--- src/rtl/pwm_cfg_ctrl.sv ---
// pwm_cfg_ctrl: configuration sequencer for the PWM counter.
// Update requests are captured in shadow registers over a valid/ready
// handshake and copied into the counter controls only at a period boundary,
// so a running waveform never mixes old and new settings. A mode change
// passes through CLR, which issues a one-cycle counter clear.
// Optional build macro: PWM_CFG_FORCE_EN adds the cfg_force input, which lets
// an update from RUN skip the boundary wait and go straight through CLR.
//
// state | meaning
// IDLE  | PWM disabled, ready for an update (committed on the next edge)
// RUN   | PWM running with the active settings, ready for an update
// PEND  | update held in shadow, waiting for a period boundary
// CLR   | settings committed, counter clear asserted for one cycle

module pwm_cfg_ctrl #(
  parameter int WIDTH = 64
) (
  input  logic             clk,
  input  logic             ctrl_rst,
  input  logic             cfg_valid,
  output logic             cfg_ready,
  input  logic [WIDTH-1:0] cfg_period,
  input  logic [WIDTH-1:0] cfg_duty,
  input  logic             cfg_mode,
  input  logic             cfg_en,
`ifdef PWM_CFG_FORCE_EN
  input  logic             cfg_force,
`endif
  input  logic [WIDTH-1:0] cnt_val,
  output logic             pwm_en,
  output logic             cnt_mode,
  output logic [WIDTH-1:0] cnt_period,
  output logic [WIDTH-1:0] cnt_duty,
  output logic             cnt_clr,
  output logic             cfg_done,
  output logic             cfg_err
);

  typedef enum logic [1:0] {
    IDLE = 2'd0,
    RUN  = 2'd1,
    PEND = 2'd2,
    CLR  = 2'd3
  } state_t;

  state_t state, state_nxt;

  logic [WIDTH-1:0] sh_period;
  logic [WIDTH-1:0] sh_duty;
  logic             sh_mode;
  logic             sh_en;
  logic             sh_imm;
`ifdef PWM_CFG_FORCE_EN
  logic             sh_force;
`endif

  logic             accept;
  logic             boundary;
  logic             clamp;
  logic [WIDTH-1:0] period_commit;
  logic             do_commit;
  logic             done_nxt;

  assign cfg_ready = (state == IDLE) || (state == RUN);
  assign accept    = cfg_valid && cfg_ready;

  // Boundary uses the active mode/period and the counter value before the edge.
  assign boundary = cnt_mode ? (cnt_val == '0) : (cnt_val >= cnt_period);

  // Up-down counting cannot run with a zero period, so it is forced to 1.
  assign clamp         = sh_mode && (sh_period == '0);
  assign period_commit = clamp ? WIDTH'(1) : sh_period;

  // State register.
  always_ff @(posedge clk or posedge ctrl_rst) begin
    if (ctrl_rst) state <= IDLE;
    else          state <= state_nxt;
  end

  // Next state plus commit and completion decisions.
  always_comb begin
    state_nxt = state;
    do_commit = 1'b0;
    done_nxt  = 1'b0;
    case (state)
      IDLE: begin
        if (accept) state_nxt = PEND;
      end
      RUN: begin
        if (accept) state_nxt = PEND;
      end
      PEND: begin
        if (sh_imm) begin
          // Request came from IDLE: nothing is running, so no boundary wait.
          do_commit = 1'b1;
          done_nxt  = 1'b1;
          state_nxt = sh_en ? RUN : IDLE;
        end
`ifdef PWM_CFG_FORCE_EN
        else if (sh_force) begin
          do_commit = 1'b1;
          state_nxt = CLR;
        end
`endif
        else if (boundary) begin
          do_commit = 1'b1;
          if (!sh_en) begin
            done_nxt  = 1'b1;
            state_nxt = IDLE;
          end else if (sh_mode != cnt_mode) begin
            state_nxt = CLR;
          end else begin
            done_nxt  = 1'b1;
            state_nxt = RUN;
          end
        end
      end
      CLR: begin
        // A forced update may carry en=0; leave the counter disabled then.
        done_nxt  = 1'b1;
        state_nxt = pwm_en ? RUN : IDLE;
      end
      default: state_nxt = IDLE;
    endcase
  end

  // Shadow capture, active-register commit and registered status pulses.
  always_ff @(posedge clk or posedge ctrl_rst) begin
    if (ctrl_rst) begin
      sh_period  <= '0;
      sh_duty    <= '0;
      sh_mode    <= 1'b0;
      sh_en      <= 1'b0;
      sh_imm     <= 1'b0;
`ifdef PWM_CFG_FORCE_EN
      sh_force   <= 1'b0;
`endif
      cnt_period <= '0;
      cnt_duty   <= '0;
      cnt_mode   <= 1'b0;
      pwm_en     <= 1'b0;
      cnt_clr    <= 1'b0;
      cfg_done   <= 1'b0;
      cfg_err    <= 1'b0;
    end else begin
      if (accept) begin
        sh_period <= cfg_period;
        sh_duty   <= cfg_duty;
        sh_mode   <= cfg_mode;
        sh_en     <= cfg_en;
        sh_imm    <= (state == IDLE);
`ifdef PWM_CFG_FORCE_EN
        sh_force  <= cfg_force;
`endif
      end
      if (do_commit) begin
        cnt_period <= period_commit;
        cnt_duty   <= sh_duty;
        cnt_mode   <= sh_mode;
        pwm_en     <= sh_en;
      end
      // Shadow is stable through CLR, so the clamp flag is still valid here.
      cnt_clr  <= (state_nxt == CLR);
      cfg_done <= done_nxt;
      cfg_err  <= done_nxt && clamp;
    end
  end

endmodule

--- config.mk ---
export PLATFORM = sky130hd
export DESIGN_NAME = pwm_cfg_ctrl
export DESIGN_NICKNAME = d
export VERILOG_FILES = /design/src/rtl/pwm_cfg_ctrl.sv
export SDC_FILE = /design/constraint.sdc
export NUM_CORES = 1
export LEC_CHECK = 0
export ABC_CLOCK_PERIOD_IN_PS = 11040
export BUFFER_PORTS_ARGS = -buffer_cell sky130_fd_sc_hd__buf_4
export CAP_MARGIN = 20
export CORE_ASPECT_RATIO = 1.4
export CORE_MARGIN = 2
export CORE_UTILIZATION = 40
export CTS_CLUSTER_DIAMETER = 40
export DETAILED_ROUTE_END_ITERATION = 7
export PLACE_DENSITY = 0.64
export SETUP_SLACK_MARGIN = 0.5
export SLEW_MARGIN = 0
export SYNTH_ARGS = -nofsm -noshare
export SYNTH_HDL_FRONTEND = slang
export SYNTH_SLANG_ARGS = --single-unit
--- constraint.sdc ---
create_clock -name clk -period 11.04 [get_ports clk]
set_clock_uncertainty 0.05 [all_clocks]
set_input_delay 1.104 -clock clk [delete_from_list [all_inputs] [get_ports clk]]
set_output_delay 1.104 -clock clk [all_outputs]
set_load 0.02 [all_outputs]
---- After elaboration in Yosys (flattened, before gate mapping) ----
Cells that the tools add are included.
word-level totals
  bits in read-only memories .............. 0
  latch bits .............................. 0
  memories kept ........................... 0
  logic and storage cells ................. 45
  RAM bits ................................ 0
  output and inout bits ................... 134
  flip-flop bits (word level) ............. 266
  input port bits ......................... 197
cells by class
  shifts and indexed selects .............. 0
  equality and inequality tests ........... 5
  bitwise operators ....................... 0
  reductions and logical operators ........ 8
  multiplexer cells ....................... 18
  $add $sub $neg .......................... 0
  divide/modulo/power cells ............... 0
  $lt $le $gt $ge ......................... 1
  multiply operators ...................... 0
operators by type and width
  kind                count
  $logic_not 64->1    2
  $ge 64x64->1        1
  $mux 64             1
  $mux 1              10
  $mux 2              5
  $eq 2x2->1 const B  3
  $pmux 2 s3          1
  $logic_and 1x1->1   3
  $eq 2x1->1 const B  1
  $logic_not 2->1     1
  $pmux 1 s2          1
  $reduce_or 2->1     1
  $logic_or 1x1->1    1
  $ne 1x1->1          1

---- Logic depth before layout (Yosys ltp) ----
Gate-level depths: netlist of the first run.
  depth in word-level cells ............... 7
  mapped depth ............................ 11
  mapped depth without buffers ............ 9

---- Worst setup path before layout of the first run ----
OpenSTA, ideal clock, no wires.
  path type ............................... input to register
  from .................................... input cnt_val[62]
  to ...................................... register cnt_duty[27]
  data arrival time ....................... 3.518 ns
  setup time .............................. 0.128 ns
  setup slack ............................. 7.344 ns
  path buffers ............................ 2
  stages .................................. 10
  data required time ...................... 10.862 ns
  cell sequence ........................... ha_1 a21oi_1 nand2_1 a211o_1 or4_1 o41ai_4 a21oi_2 buf_6 buf_6 mux2_1
on the way
  longest elaborated chain between the ends .. 5
  elaborated cells between the ends (all ways) .. 6
  classes of those cells .................. order compare (1); mux (4); reduce/logical (1)
RTL lines
  item                                                     line  text
  from (decl)                                              29    input logic [WIDTH-1:0] cnt_val,
  $ge 64x64->1 / $logic_not 64->1 (equally long branches)  68    assign boundary = cnt_mode ? (cnt_val == '0) : (cnt_val >= cnt_period);
  $mux 1 *                                                 68
  $mux 1 *                                                 105   else if (boundary) begin
  $mux 1 *                                                 93    if (sh_imm) begin
  $mux 1 *                                                 85    case (state)
  to (signal assigned)                                     158   cnt_duty <= sh_duty;
  to (decl)                                                33    output logic [WIDTH-1:0] cnt_duty,
Mark *: on every way between the ends. The rest lies on a longest branch, timed or not.
A chain may end at the register's enable or synchronous reset.

---- Worst setup path in the final report of the first run ----
  from .................................... input cnt_val[62]
  to ...................................... register cnt_period[27]
on the way
  longest elaborated chain between the ends .. 5
  elaborated cells between the ends (all ways) .. 6
  classes of those cells .................. order compare (1); mux (4); reduce/logical (1)
RTL lines
  item                                                     line  text
  $ge 64x64->1 / $logic_not 64->1 (equally long branches)  68
  $mux 1 *                                                 68
  $mux 1 *                                                 105
  $mux 1 *                                                 93
  $mux 1 *                                                 85
  to (signal assigned)                                     157   cnt_period <= period_commit;
  to (decl)                                                32    output logic [WIDTH-1:0] cnt_period,
Marks and branches as above.

==> flow_summary.toml, run 1 <==
[outcome]
run_status = "finished clean"

[placement]
gp_congestion = 0.878
buffer_ports.inserted = 330
place_hpwl_um = 24600
detailedPlace.worstSlack_ns = 5.63
detailed_place.area_mm2 = 0.0149

[route]
vias = 9127
wl_per_cell_um = 18.1
detail_route.drc_violations = 0
avgViaCountPerCell = 4.92
route.final.wire_length_um = 33500
ant_nets = 0
drt_first_iter_violations = 312
detail_route.first_pass.iterations = 4

[setup_path]
worst_ep_arrival_time_ns = 5.21
timing.reg2reg.setup_slack_ns = 6.42
biggest_fanout_along_the_worst_timing_path = 57
end_kind = "register"
worstRegToRegCells = 11
critPathLaunchType = "input pin"
worst-setup-path-type = "in -> reg"
required_time_of_the_critical_path_ns = 11.42
rr_startpoint = "cnt_period[62]$_DFFE_PP0P_"
rr_endpoint = "cnt_period[27]$_DFFE_PP0P_"

[synthesis]
netlist_area_mm2 = 0.0121
ys_async_sr_fraction = 1.00
post_synth_inst_count = 1121
synth_top_cells_by_count = "nand2_1 (405), dfrtp_1 (266), mux2_4 (80)"
post-synth-top-area-cell = "dfrtp_1"
synthesis.nets = 1382
synth-seq-area-share = 0.548
number_of_synthesized_flops_with_an_enable_pin = 0
synth_area_per_cell_um2 = 10.8
dominantRegCellSynth = "dfrtp_1"
synth_top_cells_by_area = "dfrtp_1 (55%), nand2_1 (13%), mux2_4 (9.9%)"
synth_unique_cells = 41
synth.most_common_cell = "nand2_1"
postSynthRegisterBits = 266
yosysTopAreaCellShare = 0.548
yosys_synthesis_warning_count = 0

[timing]
final_min_period_over_clock_period = 0.438
fmax_mhz = 207
maxSlewViolCount = 0
grt_setup_unrepaired = "false"
fin_tns_setup_ns = 0
fin_worst_hold_slack_ns = 0.419
setup_ws_ns = 6.21
layout_min_cycle_time_ns = 4.83
relSlewSlack = 0.282
worst-slew-pin-transition_ns = 1.08
total_of_endpoints_with_negative_setup_slack_in_the_final_report = 0
finalHoldViolations = 0

[grt]
first_global_vias = 9502
global_route.overflow_total = 0
largest_net_degree_at_the_start_of_global_routing = 118
global_route.usage.total = 0.209
grt_antenna_before_repair = 4
first_pass_grt_wire_length_um = 51600

[final_layout]
p_r_area_growth_vs_syn_pct = 31.4
layout.nets = 1708
share_of_final_layout_standard_cells_stronger_than_drive_strength_1 = 0.349
stdcell_area_mm2 = 0.0160
n_antenna_cell = 0

[flow_run]
timing.max_cap.violations = 0

[power_and_ir_drop]
peakVddDrop_mv = 0.165
total_power_mw = 4.54
p_leak_nw = 8.36
p_per_area_mw_per_mm2 = 284

[die]
core-area_mm2 = 0.0299
initial_utilization = 0.406
fp.dieArea_mm2 = 0.0318
io-pin-count = 331
fp-row-count = 75
fp.dieH_um = 210
die_width_um = 151

[clock_tree]
cts_hold_buf = 0
insertion_delay_ns = 0.55
cts_buffer_count = 30
ctsHtreeMaxLevel = 1
root_buffer = "clkbuf_16"
clk_pin_slew_ns = 0.06
ctsLongestPathBuffers = 3
cts_tree = "built"
post_cts.repair.setup_buffers = 0
clock_sinks = 266
cts_resized = 0

[min_path]
worst_hold_path.num_cells = 2
hold_path_end = "sh_duty[0]$_DFFE_PP0P_"
worst_hold_check_path_type = "reg -> reg"
hold_start = "sh_duty[0]$_DFFE_PP0P_"
[per-layer routing]
layer	part of all wire	track usage	up-vias
met5	0.0014	0	-
met4	0.032	0.0744	8
met3	0.071	0.0459	75
met2	0.51	0.366	261
met1	0.39	0.251	4410
li1	-	-	4373
[where the power goes]
group,total (mW),internal (mW),switching [mW]
sequential,1.66,1.36,0.306
combinational,1.86,0.931,0.931
clock,1.02,0.612,0.403
total,4.54,2.90,1.64
[per-stage QoR]
stage	cells	util
global placement	1800	0.499
finish	1854	0.533
global route	1854	0.533
detailed placement	1800	0.499
floorplan	1121	-
CTS	1854	0.533
[worst max-delay path by stage]
stage                      startpoint                    endpoint  slack [ns]
after floorplan              ctrl_rst          cfg_done$_DFF_PP0_        2.56
after global placement    cnt_val[62]  cnt_period[30]$_DFFE_PP0P_        5.72
after detailed placement  cnt_val[62]  cnt_period[27]$_DFFE_PP0P_        5.63
after CTS                 cnt_val[62]  cnt_period[27]$_DFFE_PP0P_        6.22
after global routing      cnt_val[62]  cnt_period[27]$_DFFE_PP0P_        5.90
final                     cnt_val[62]  cnt_period[27]$_DFFE_PP0P_        6.21
[cell families (layout without fill, tap and decap cells)]
group / count (synthesis) / count (layout) / share of synthesized area
xor gates and xnor gates: 1 / 1 / 0.000721
AOI/OAI and AO/OA: 54 / 54 / 0.0293
adders and majority gates: 64 / 64 / 0.0659
DFF: 266 / 266 / 0.548
buffers and inverters: 113 / 461 / 0.0415
muxes: 130 / 130 / 0.145
and+or+nand+nor: 493 / 493 / 0.169
[cells in the final DEF (no fill, tap or decap), types with 2 or more instances in the layout]
master and count:
nand2_1 404, buf_4 337, dfrtp_1 266, mux2_4 80, inv_1 69, ha_1 64, mux2_2 41, nor4_1 34
clkbuf_16 31, a21oi_1 24, nand4_1 22, nand3_1 10, o21ai_0 10, mux2_1 9, clkinv_2 6, nor2_1 5
inv_6 5, a21o_1 4, nor3_1 4, nand2b_1 4, clkbuf_8 4, clkbuf_1 4, nor4b_1 3, bufinv_16 3
a211oi_1 2, a221oi_1 2, and2_1 2
[registers in the layout, indices dropped and copies added, names as in the netlist]
signal	cells
cfg_done	1
cfg_err	1
cnt_clr	1
cnt_duty	64
cnt_mode	1
cnt_period	64
pwm_en	1
sh_duty	64
sh_en	1
sh_imm	1
sh_mode	1
sh_period	64
state	2
[layout make-up]
type                    count  area, µm²
well taps                 385        482
clock buffers              39        846
multi-input cells         742       5000
repair buffers            337       2530
fillers                  2672      14000
clock inverters            15        171
inverters                  70        270
flip-flops and latches    266       6660
[critical path: stages]
cell     delay (ns)
buf_4          0.12
ha_1           0.32
nand4_1        0.25
nor4_1         0.73
nand4_1        0.16
a31oi_1        0.27
o41ai_4        0.15
a21oi_4        0.19
buf_4          0.54
buf_4          0.87
mux2_2         0.42
No activity file was read; power rests on OpenSTA's default activity.
==> run 2, diff against run 1 <==
--- a/config.mk
+++ b/config.mk
@@ -5,7 +5,7 @@
 export SDC_FILE = /design/constraint.sdc
 export NUM_CORES = 1
 export LEC_CHECK = 0
-export ABC_CLOCK_PERIOD_IN_PS = 11040
+export ABC_CLOCK_PERIOD_IN_PS = 4320
 export BUFFER_PORTS_ARGS = -buffer_cell sky130_fd_sc_hd__buf_4
 export CAP_MARGIN = 20
 export CORE_ASPECT_RATIO = 1.4
@@ -13,7 +13,7 @@
 export CORE_UTILIZATION = 40
 export CTS_CLUSTER_DIAMETER = 40
 export DETAILED_ROUTE_END_ITERATION = 7
-export PLACE_DENSITY = 0.64
+export PLACE_DENSITY = 0.66
 export SETUP_SLACK_MARGIN = 0.5
 export SLEW_MARGIN = 0
 export SYNTH_ARGS = -nofsm -noshare
==> constraint.sdc (replaced) <==
create_clock -name clk -period 4.32 [get_ports clk]
set_clock_uncertainty 0.05 [all_clocks]
set_input_delay 0.432 -clock clk [delete_from_list [all_inputs] [get_ports clk]]
set_output_delay 0.432 -clock clk [all_outputs]
set_load 0.02 [all_outputs]
==> run 2 against run 1 <==
Setup slack worse by 5.2 ns. First-iteration DRC count up 9.3%. Power rose to 2.6 times the previous value. Sequential power rose to 2.6 times the previous value. Clock power rose to 2.7 times the previous value. Non-clock buffer count up 52. Count of clock-buffer cells in the layout down 5. Sequential share of layout area down 1.6 points. Core utilization up 2.2 points. Critical endpoint is now cnt_duty[27]$_DFFE_PP0P_.
==> flow_summary.toml, run 2 (synthesis gave the netlist of run 1 again) <==
[final_layout]
share_of_final_layout_standard_cells_stronger_than_drive_strength_1 = 0.342
utilization = 0.555
layout.cells.most_common_list = "nand2_1 (404), buf_4 (334), dfrtp_1 (266)"
p_r_area_growth_vs_syn_pct = 36.8
final_common_cell = "nand2_1"
instances_no_fill = 1908
layout.nets = 1761

[clock_tree]
root_buffer = "clkbuf_16"
ctsHtreeMaxLevel = 1
cts_hold_buf = 49
cts_buffer_count = 31
cts_tree = "built"
cts_resized = 0
post_cts.repair.setup_buffers = 0
insertion_delay_ns = 0.56
clock_sinks = 266
ctsLongestPathBuffers = 3
clk_pin_slew_ns = 0.06

[die]
io-pin-count = 331
die_width_um = 151
fp.dieArea_mm2 = 0.0318
core-area_mm2 = 0.0299
fp.dieH_um = 210
fp-row-count = 75
initial_utilization = 0.406

[setup_path]
rr_endpoint = "cnt_duty[27]$_DFFE_PP0P_"
worst_ep_arrival_time_ns = 3.66
end_kind = "register"
worst-setup-path-type = "reg -> reg"
timing.reg2reg.setup_slack_ns = 1.04
worstPathCellList = "inv_1 -> ha_1 -> a21oi_1 -> nand2_1 -> a211o_1 -> or4_1 -> o41ai_4 -> a21oi_4 -> buf_12 -> mux2_1"
max_stage_delay_ns = 0.57
biggest_fanout_along_the_worst_timing_path = 46
critPathLaunchType = "register"
required_time_of_the_critical_path_ns = 4.69
worstRegToRegCells = 10
crit_slowest_cell = "or4_1"
rr_startpoint = "cnt_period[62]$_DFFE_PP0P_"

[route]
detail_route.first_pass.iterations = 4
avgViaCountPerCell = 4.90
route.final.wire_length_um = 33600
detail_route.drc_violations = 0
drt_first_iter_violations = 341
ant_nets = 0
wl_per_cell_um = 17.6
vias = 9345

[outcome]
run_status = "finished clean"

[timing]
maxSlewViolCount = 0
relSlewSlack = 0.340
layout_min_cycle_time_ns = 3.28
finalHoldViolations = 0
final_min_period_over_clock_period = 0.760
fmax_mhz = 305
worst-slew-pin-transition_ns = 0.991
total_of_endpoints_with_negative_setup_slack_in_the_final_report = 0
grt_setup_unrepaired = "false"
fin_tns_setup_ns = 0

[grt]
largest_net_degree_at_the_start_of_global_routing = 96
first_global_vias = 9682
first_pass_grt_wire_length_um = 51700
grt_antenna_before_repair = 6
global_route.overflow_total = 0
global_route.usage.total = 0.209

[placement]
buffer_ports.inserted = 330
gp_congestion = 0.811
place.detailed.instances = 1803
place_hpwl_um = 24500

[flow_run]
timing.max_cap.violations = 0

[min_path]
worst_hold_check_path_type = "in -> async"

[power_and_ir_drop]
peakVddDrop_mv = 0.373
p_per_area_mw_per_mm2 = 712
p_leak_nw = 8.62
-- run 2: changes by cell type in the layout (fill, tap and decap cells not counted) --
cell           previous run  this run
dlygate4sd3_1             0        49
buf_12                    0         6
buf_4                   337       334
clkbuf_1                  4         1
clkinv_4                  0         3
clkinvlp_4                1         4
bufinv_16                 3         5
clkbuf_8                  4         2
clkinv_2                  6         5
diode_2                   0         1
inv_6                     5         4
-- run 2: per-layer routing --
metal	GRT usage	up-vias	routed length (µm)
met5	0	-	56
met4	0.0770	10	1180
met3	0.0437	75	2240
met2	0.360	292	16900
met1	0.257	4479	13200
li1	-	4489	-
-- run 2: critical path: cells and delay by family, from the launching register on --
family	cells	cell delay (ns)
adder cells (fa/ha/maj)	1	0.31
multiplexers	1	0.35
AO/OA/AOI/OAI	4	1.11
buffers and inverters	2	0.29
flip-flops	1	0.38
AND/OR/NAND/NOR	2	0.64
-- run 2: power breakdown --
group	total (mW)	internal (mW)	switching, mW
clock network	2.74	1.66	1.08
registers	4.25	3.47	0.782
logic	4.83	2.44	2.39
-- run 2: metrics by stage --
stage / hold slack, ns / worst slack (ns) / area, µm² / power (mW)
after floorplan: 0.392 / 0.327 / 12100 / 7.26
after global placement: 0.403 / 0.985 / 15000 / 8.98
after detailed placement: 0.409 / 0.901 / 15000 / 9.11
after CTS: 0.0000674 / 1.03 / 16600 / 11.9
after global routing: 0.0120 / 0.877 / 16600 / 12.5
final: 0.0141 / 1.04 / 16600 / 11.8
-- run 2: worst max path at each step --
stage                                    start                       end  slack [ns]  cells past startpoint
floorplan                             ctrl_rst        cfg_done$_DFF_PP0_        0.33                      1
CTS                 cnt_period[62]$_DFFE_PP0P_  cnt_duty[27]$_DFFE_PP0P_        1.03                     10
detailed placement                 cnt_val[62]  cnt_duty[27]$_DFFE_PP0P_        0.90                     10
global route        cnt_period[62]$_DFFE_PP0P_  cnt_duty[27]$_DFFE_PP0P_        0.88                     10
global placement                   cnt_val[62]  cnt_duty[39]$_DFFE_PP0P_        0.98                     10
finish              cnt_period[62]$_DFFE_PP0P_  cnt_duty[27]$_DFFE_PP0P_        1.04                     10
-- run 2: cell type report --
class                   instances  area [µm²]
clock buffers                  34         807
fillers                      2584       13300
repair buffers                389        3120
flip-flops and latches        266        6660
multi-input cells             742        5000
inverters                      70         267
diodes                          1        2.50
well taps                     385         482
clock inverters                21         270
